`src/rtl/sr_latch_pkg.sv`:
```
// Shared definitions for the SR latch write arbiter: FSM states, fixed phase
// lengths and the address-width helper.
package sr_latch_pkg;

  typedef enum logic [1:0] {
    IDLE  = 2'd0,
    SETUP = 2'd1,
    PULSE = 2'd2,
    HOLD  = 2'd3
  } state_t;

  localparam int SETUP_CYCLES = 1;
  localparam int HOLD_CYCLES  = 1;

  function automatic int addr_w(input int n);
    return $clog2(n);
  endfunction

endpackage

```
`src/rtl/rr_arb_2.sv`:
```
// Two-way round-robin pick: ptr names the requester that wins a tie; a lone
// request always wins.
module rr_arb_2 (
  input  logic [1:0] req,
  input  logic       ptr,
  output logic [1:0] gnt
);

  always_comb begin
    gnt = '0;
    if (req == 2'b11) gnt = ptr ? 2'b10 : 2'b01;
    else              gnt = req;
  end

endmodule

```
`src/rtl/sr_latch_wr_arb.sv`:
```
// Arbitrates two writers onto a bank of gated SR latches with a
// SETUP / PULSE / HOLD sequence. Define SR_LATCH_WR_ARB_READBACK_EN to check i_Q in HOLD.
module sr_latch_wr_arb
  import sr_latch_pkg::*;
#(
  parameter int N_LATCH   = 8,
  parameter int EN_CYCLES = 2,
  // May be widened beyond clog2(N_LATCH) so out-of-range indexes are expressible.
  parameter int ADDR_W    = addr_w(N_LATCH)
) (
  input  logic               i_Clk,
  input  logic               i_Rst,
  input  logic [1:0]         i_Req,
  input  logic [ADDR_W-1:0]  i_Addr0,
  input  logic               i_Val0,
  input  logic [ADDR_W-1:0]  i_Addr1,
  input  logic               i_Val1,
  input  logic [N_LATCH-1:0] i_Q,
  output logic [1:0]         o_Gnt,
  output logic [1:0]         o_Done,
  output logic               o_Busy,
  output logic [N_LATCH-1:0] o_En,
  output logic [N_LATCH-1:0] o_S,
  output logic [N_LATCH-1:0] o_R,
  output logic               o_Err
);

  state_t              state;
  logic                ptr;
  logic                win;
  logic [ADDR_W-1:0]   addr_q;
  logic                val_q;
  logic [3:0]          cnt;
  logic [1:0]          arb_gnt;
  logic                sel_win;
  logic [ADDR_W-1:0]   sel_addr;
  logic                sel_val;
  logic [N_LATCH-1:0]  dec_new;
  logic [N_LATCH-1:0]  dec_q;

  // Out-of-range indexes decode to all-zero, so such writes touch no latch.
  function automatic logic [N_LATCH-1:0] decode(input logic [ADDR_W-1:0] a);
    decode = '0;
    for (int i = 0; i < N_LATCH; i++)
      if (a == ADDR_W'(i)) decode[i] = 1'b1;
  endfunction

  rr_arb_2 u_arb (
    .req (i_Req),
    .ptr (ptr),
    .gnt (arb_gnt)
  );

  always_comb begin
    sel_win  = arb_gnt[1];
    sel_addr = sel_win ? i_Addr1 : i_Addr0;
    sel_val  = sel_win ? i_Val1  : i_Val0;
    dec_new  = decode(sel_addr);
    dec_q    = decode(addr_q);
  end

  always_ff @(posedge i_Clk or posedge i_Rst) begin
    if (i_Rst) begin
      state  <= IDLE;
      ptr    <= 1'b0;
      win    <= 1'b0;
      addr_q <= '0;
      val_q  <= 1'b0;
      cnt    <= '0;
      o_Gnt  <= '0;
      o_Done <= '0;
      o_Busy <= 1'b0;
      o_En   <= '0;
      o_S    <= '0;
      o_R    <= '0;
    end else begin
      o_Gnt  <= '0;
      o_Done <= '0;
      case (state)
        IDLE: begin
          if (|i_Req) begin
            state  <= SETUP;
            cnt    <= 4'(SETUP_CYCLES - 1);
            win    <= sel_win;
            ptr    <= ~sel_win;
            addr_q <= sel_addr;
            val_q  <= sel_val;
            o_Gnt  <= arb_gnt;
            o_Busy <= 1'b1;
            o_S    <= sel_val ? dec_new : '0;
            o_R    <= sel_val ? '0 : dec_new;
          end
        end
        SETUP: begin
          if (cnt == '0) begin
            state <= PULSE;
            cnt   <= 4'(EN_CYCLES - 1);
            o_En  <= dec_q;
          end else cnt <= cnt - 4'd1;
        end
        PULSE: begin
          if (cnt == '0) begin
            state  <= HOLD;
            cnt    <= 4'(HOLD_CYCLES - 1);
            o_En   <= '0;
            o_Done <= win ? 2'b10 : 2'b01;
          end else cnt <= cnt - 4'd1;
        end
        HOLD: begin
          if (cnt == '0) begin
            state  <= IDLE;
            o_Busy <= 1'b0;
            o_S    <= '0;
            o_R    <= '0;
          end else cnt <= cnt - 4'd1;
        end
        default: state <= IDLE;
      endcase
    end
  end

`ifdef SR_LATCH_WR_ARB_READBACK_EN
  logic err_q;
  logic rb_bad;

  // The addressed Q bit must match the written value by the last HOLD cycle.
  assign rb_bad = (|dec_q) && ((|(i_Q & dec_q)) != val_q);

  always_ff @(posedge i_Clk or posedge i_Rst) begin
    if (i_Rst) err_q <= 1'b0;
    else if (state == HOLD && cnt == '0 && rb_bad) err_q <= 1'b1;
  end

  assign o_Err = err_q;
`else
  logic unused_q;
  assign unused_q = ^i_Q;
  assign o_Err    = 1'b0;
`endif

endmodule
```
`config.mk`:
```
export PLATFORM = sky130hd
export DESIGN_NAME = sr_latch_wr_arb
export DESIGN_NICKNAME = d
export VERILOG_FILES = /design/src/rtl/sr_latch_pkg.sv /design/src/rtl/rr_arb_2.sv /design/src/rtl/sr_latch_wr_arb.sv
export SDC_FILE = /design/constraint.sdc
export NUM_CORES = 1
export LEC_CHECK = 0
export CORE_UTILIZATION = 43
export DETAILED_ROUTE_END_ITERATION = 8
export PLACE_DENSITY = 0.81
export SYNTH_ARGS = -nofsm -noshare
export SYNTH_HDL_FRONTEND = slang
export SYNTH_SLANG_ARGS = --single-unit
```
`constraint.sdc`:
```
create_clock -name i_Clk -period 1.78 [get_ports i_Clk]
set_input_delay 0.356 -clock i_Clk [delete_from_list [all_inputs] [get_ports i_Clk]]
set_output_delay 0.356 -clock i_Clk [all_outputs]
set_load 0.1 [all_outputs]
```
==> metrics, run 1 <==
area share of the largest cell type after synthesis=52.0%; Initial Util=46.4%; Mapped Area=1920 µm²; Max clock buf depth=2; Final Skew=6.32 ps; Crit-path slowest cell=clkdlybuf4s50_1; Critical Path Max Stage Delay=600 ps; Die W=between 60 and 70 µm; final hold violation count=0; outcome=finished, final reports clean; CTS tree=done; antenna violations before repair=0; Area Growth Syn to Fin=57.5%; crit path buf inv count=3; die span in y=68.9 µm; core area=4140 µm²; Post-Syn Instances=173; Worst setup SP type=primary input; final-report setup violation count=0; Top FF cell, synth=dfrtp_1; total number of vias=1650; post-route cell area=between 3000 and 4000 µm²; R2R setup slack=100 ps; ys async rst share=100%; Total Wirelength=4.79 mm; top-level port count=50; multiplexer share of the synthesized area=4.75%; required time worst endpoint=1960 ps; vias in the first global route=1553; main combinational cell family by area after synthesis=compound AO/OA/AOI/OAI gates; RSZ-0062 raised after global routing=no; min cycle time layout=1690 ps; FF/Latch Area=1000 µm²; CTS Buf Count=5; die area=4740 µm²; synth top area cells=dfrtp_1, a32o_1, ha_1, nand2_1, o21ai_0; Synth Area per Inst=11.1 µm²; dpl hpwl=3.52 mm; Worst Setup End Kind=flip-flop; post-synthesis sequential element count=40; Max-Cap Viols=0; Nets=approximately 270; overall routing resource usage=21.5%; worst-path cell chain=clkdlybuf4s50_1 > buf_4 > o21a_1 > o21ai_1 > buf_4 > a32o_1; H-tree levels=2; Synth Area in Adders=3.90%; # DRC=0; cell taking the most area after synthesis=dfrtp_1; row count=23; Synth cell types=41; Placer Congestion=0.802; placed cell area=~2800 µm²; largest net degree at the start of global routing=41; Antenna Nets Post-Route=0; WL/cell=16.5 µm; Synth Net Count=199; Seq/Total Area, Yosys=between 50% and 60%; PortBufs=40; simple-gate area share of the yosys netlist=14.2%; clock sinks=40; root buffer cell=clkbuf_8; Multi-input gate area=just over 900 µm²; fin cells=290; Pins Over Slew Limit=0; grt ovf=0; hold-fix buffers at CTS=0; post-synthesis xor/xnor area fraction=0%; CP delay by family, top=buffers and inverters; Max Fanout on Critical Path=5; Worst-Skew Late Latency=300 ps; 1st-pass router iterations=4; Fin Hold WS=396 ps; Clk pin slew, worst setup/hold paths=80 ps; post-synthesis compound-gate area fraction=21.2%; Filler cells=between 200 and 300; Crit Path Category=in -> reg; Post-synth EDFFs=0; worst path arrival time=1870 ps; most frequent CP cell=buf_4; n_diodes=0; Final Cycle Share=94.8%; Fmax=between 0.5 and 0.6 GHz; Via-to-Cell Ratio=5.69; post-placement cell count=280; Ys Warns=0; drt initial violations=85; worst hold path type=in -> async; share of cells above drive strength 1=37.5%; first-pass GRT wire length=between 7 and 8 mm
worst register-to-register path, stage by stage, from the launching register on:
cell and delay, ps:
dfrtp_1 410, inv_2 120, ha_4 230, nor2_1 140, buf_4 140, nand3b_1 90, o21ai_2 160, buf_4 150
a32o_1 180
worst paths after layout:
kind                            startpoint   endpoint  depth (start not counted)
worst max register to register    state[0]     o_R[1]                          8
worst min register to register         win  o_Done[0]                          1
min in group i_Clk                     win  o_Done[0]                          1
max in group asynchronous            i_Rst     o_S[0]                          3
worst min-delay path                 i_Rst   o_Gnt[1]                          3
worst max-delay path              i_Req[1]     o_R[4]                          6
routing by layer:
metal / vias up / wire length (µm) / global-route usage (%) / part of all wire (%)
met4: 0 / 70 / 9.95 / 1.5
li1: 781 / - / - / -
met2: 39 / 2680 / 37.1 / 56
met1: 823 / 1890 / 25.2 / 39
met5: - / 0 / 0 / 0
met3: 7 / 158 / 4.77 / 3.3
final cells by class:
type,instances,area share [%]
Clock buffer,5,2.27
Inverter,6,0.743
Sequential cell,40,33.0
Multi-Input combinational cell,120,30.8
Timing Repair Buffer,66,29.7
Tap cell,50,2.07
Clock inverter,3,1.40
repair_timing:
item                       in CTS  in global routing
gates cloned                    0                  0
setup endpoints to repair       7                 22
gates resized for setup         2                 16
buffers inserted                0                  2
synth_stat cells, types with 3 or more instances:
| cell | number |
|---|---|
| mux2_2 | 3 |
| a32o_1 | 16 |
| nand4_1 | 3 |
| ha_1 | 6 |
| nand2b_1 | 6 |
| dfrtp_1 | 40 |
| nand2_1 | 17 |
| nor2_1 | 8 |
| a21oi_1 | 8 |
| mux2i_1 | 3 |
| o21ai_1 | 3 |
| o21ai_0 | 10 |
| inv_1 | 6 |
| o41ai_1 | 4 |
| nor3_1 | 4 |
state kept, by name, summed over array words and instances (netlist names):
signal  count
state       2
o_R         8
win         1
cnt         4
o_S         8
o_Done      2
o_Busy      1
addr_q      3
o_Gnt       2
ptr         1
o_En        8
cell families (layout without fill, tap and decap cells):
logic type	count (synthesis)	after routing
flip-flops	40	40
AND/OR/NAND/NOR	51	51
multiplexers	8	8
AO/OA/AOI/OAI	54	54
buffers and inverters	13	80
other	1	1
adder cells (fa/ha/maj)	6	6
per-stage QoR:
stage / TNS, ps / utilization, % / setup WS [ps]
CTS: 0 / 71.2 / 5.78
global route: 0 / 73.1 / 0.389
global placement: -2400 / 68.1 / -156
floorplan: 0 / - / 87.1
detailed placement: -3040 / 68.1 / -213
finish: 0 / 73.1 / 92.4
placed cells by master (no fill, tap or decap), types with 3 or more instances in the layout:
cell,count
a21oi_1,7
a32o_1,16
buf_12,30
buf_4,25
clkbuf_8,5
clkdlybuf4s50_1,11
dfrtp_1,40
ha_1,3
inv_2,4
mux2_2,3
mux2i_1,3
nand2_1,17
nand2b_1,6
nand4_1,3
nor2_1,8
o21ai_0,9
o21ai_1,3
o41ai_2,4
Power of run 1 is left out: the tool's default activity adds up to more than one toggle a clock period on the data nets, which glitch-free logic cannot reach.
==> inputs of run 2 (changes only) <==
--- a/config.mk
+++ b/config.mk
@@ -6,6 +6,7 @@
 export NUM_CORES = 1
 export LEC_CHECK = 0
 export CORE_UTILIZATION = 43
+export CTS_CLUSTER_SIZE = 20
 export DETAILED_ROUTE_END_ITERATION = 8
 export PLACE_DENSITY = 0.81
 export SYNTH_ARGS = -nofsm -noshare
==> results of run 2 <==
The final DEF is identical to that of run 1; final timing and power are the same.
Power of run 2 is left out for the same reason.
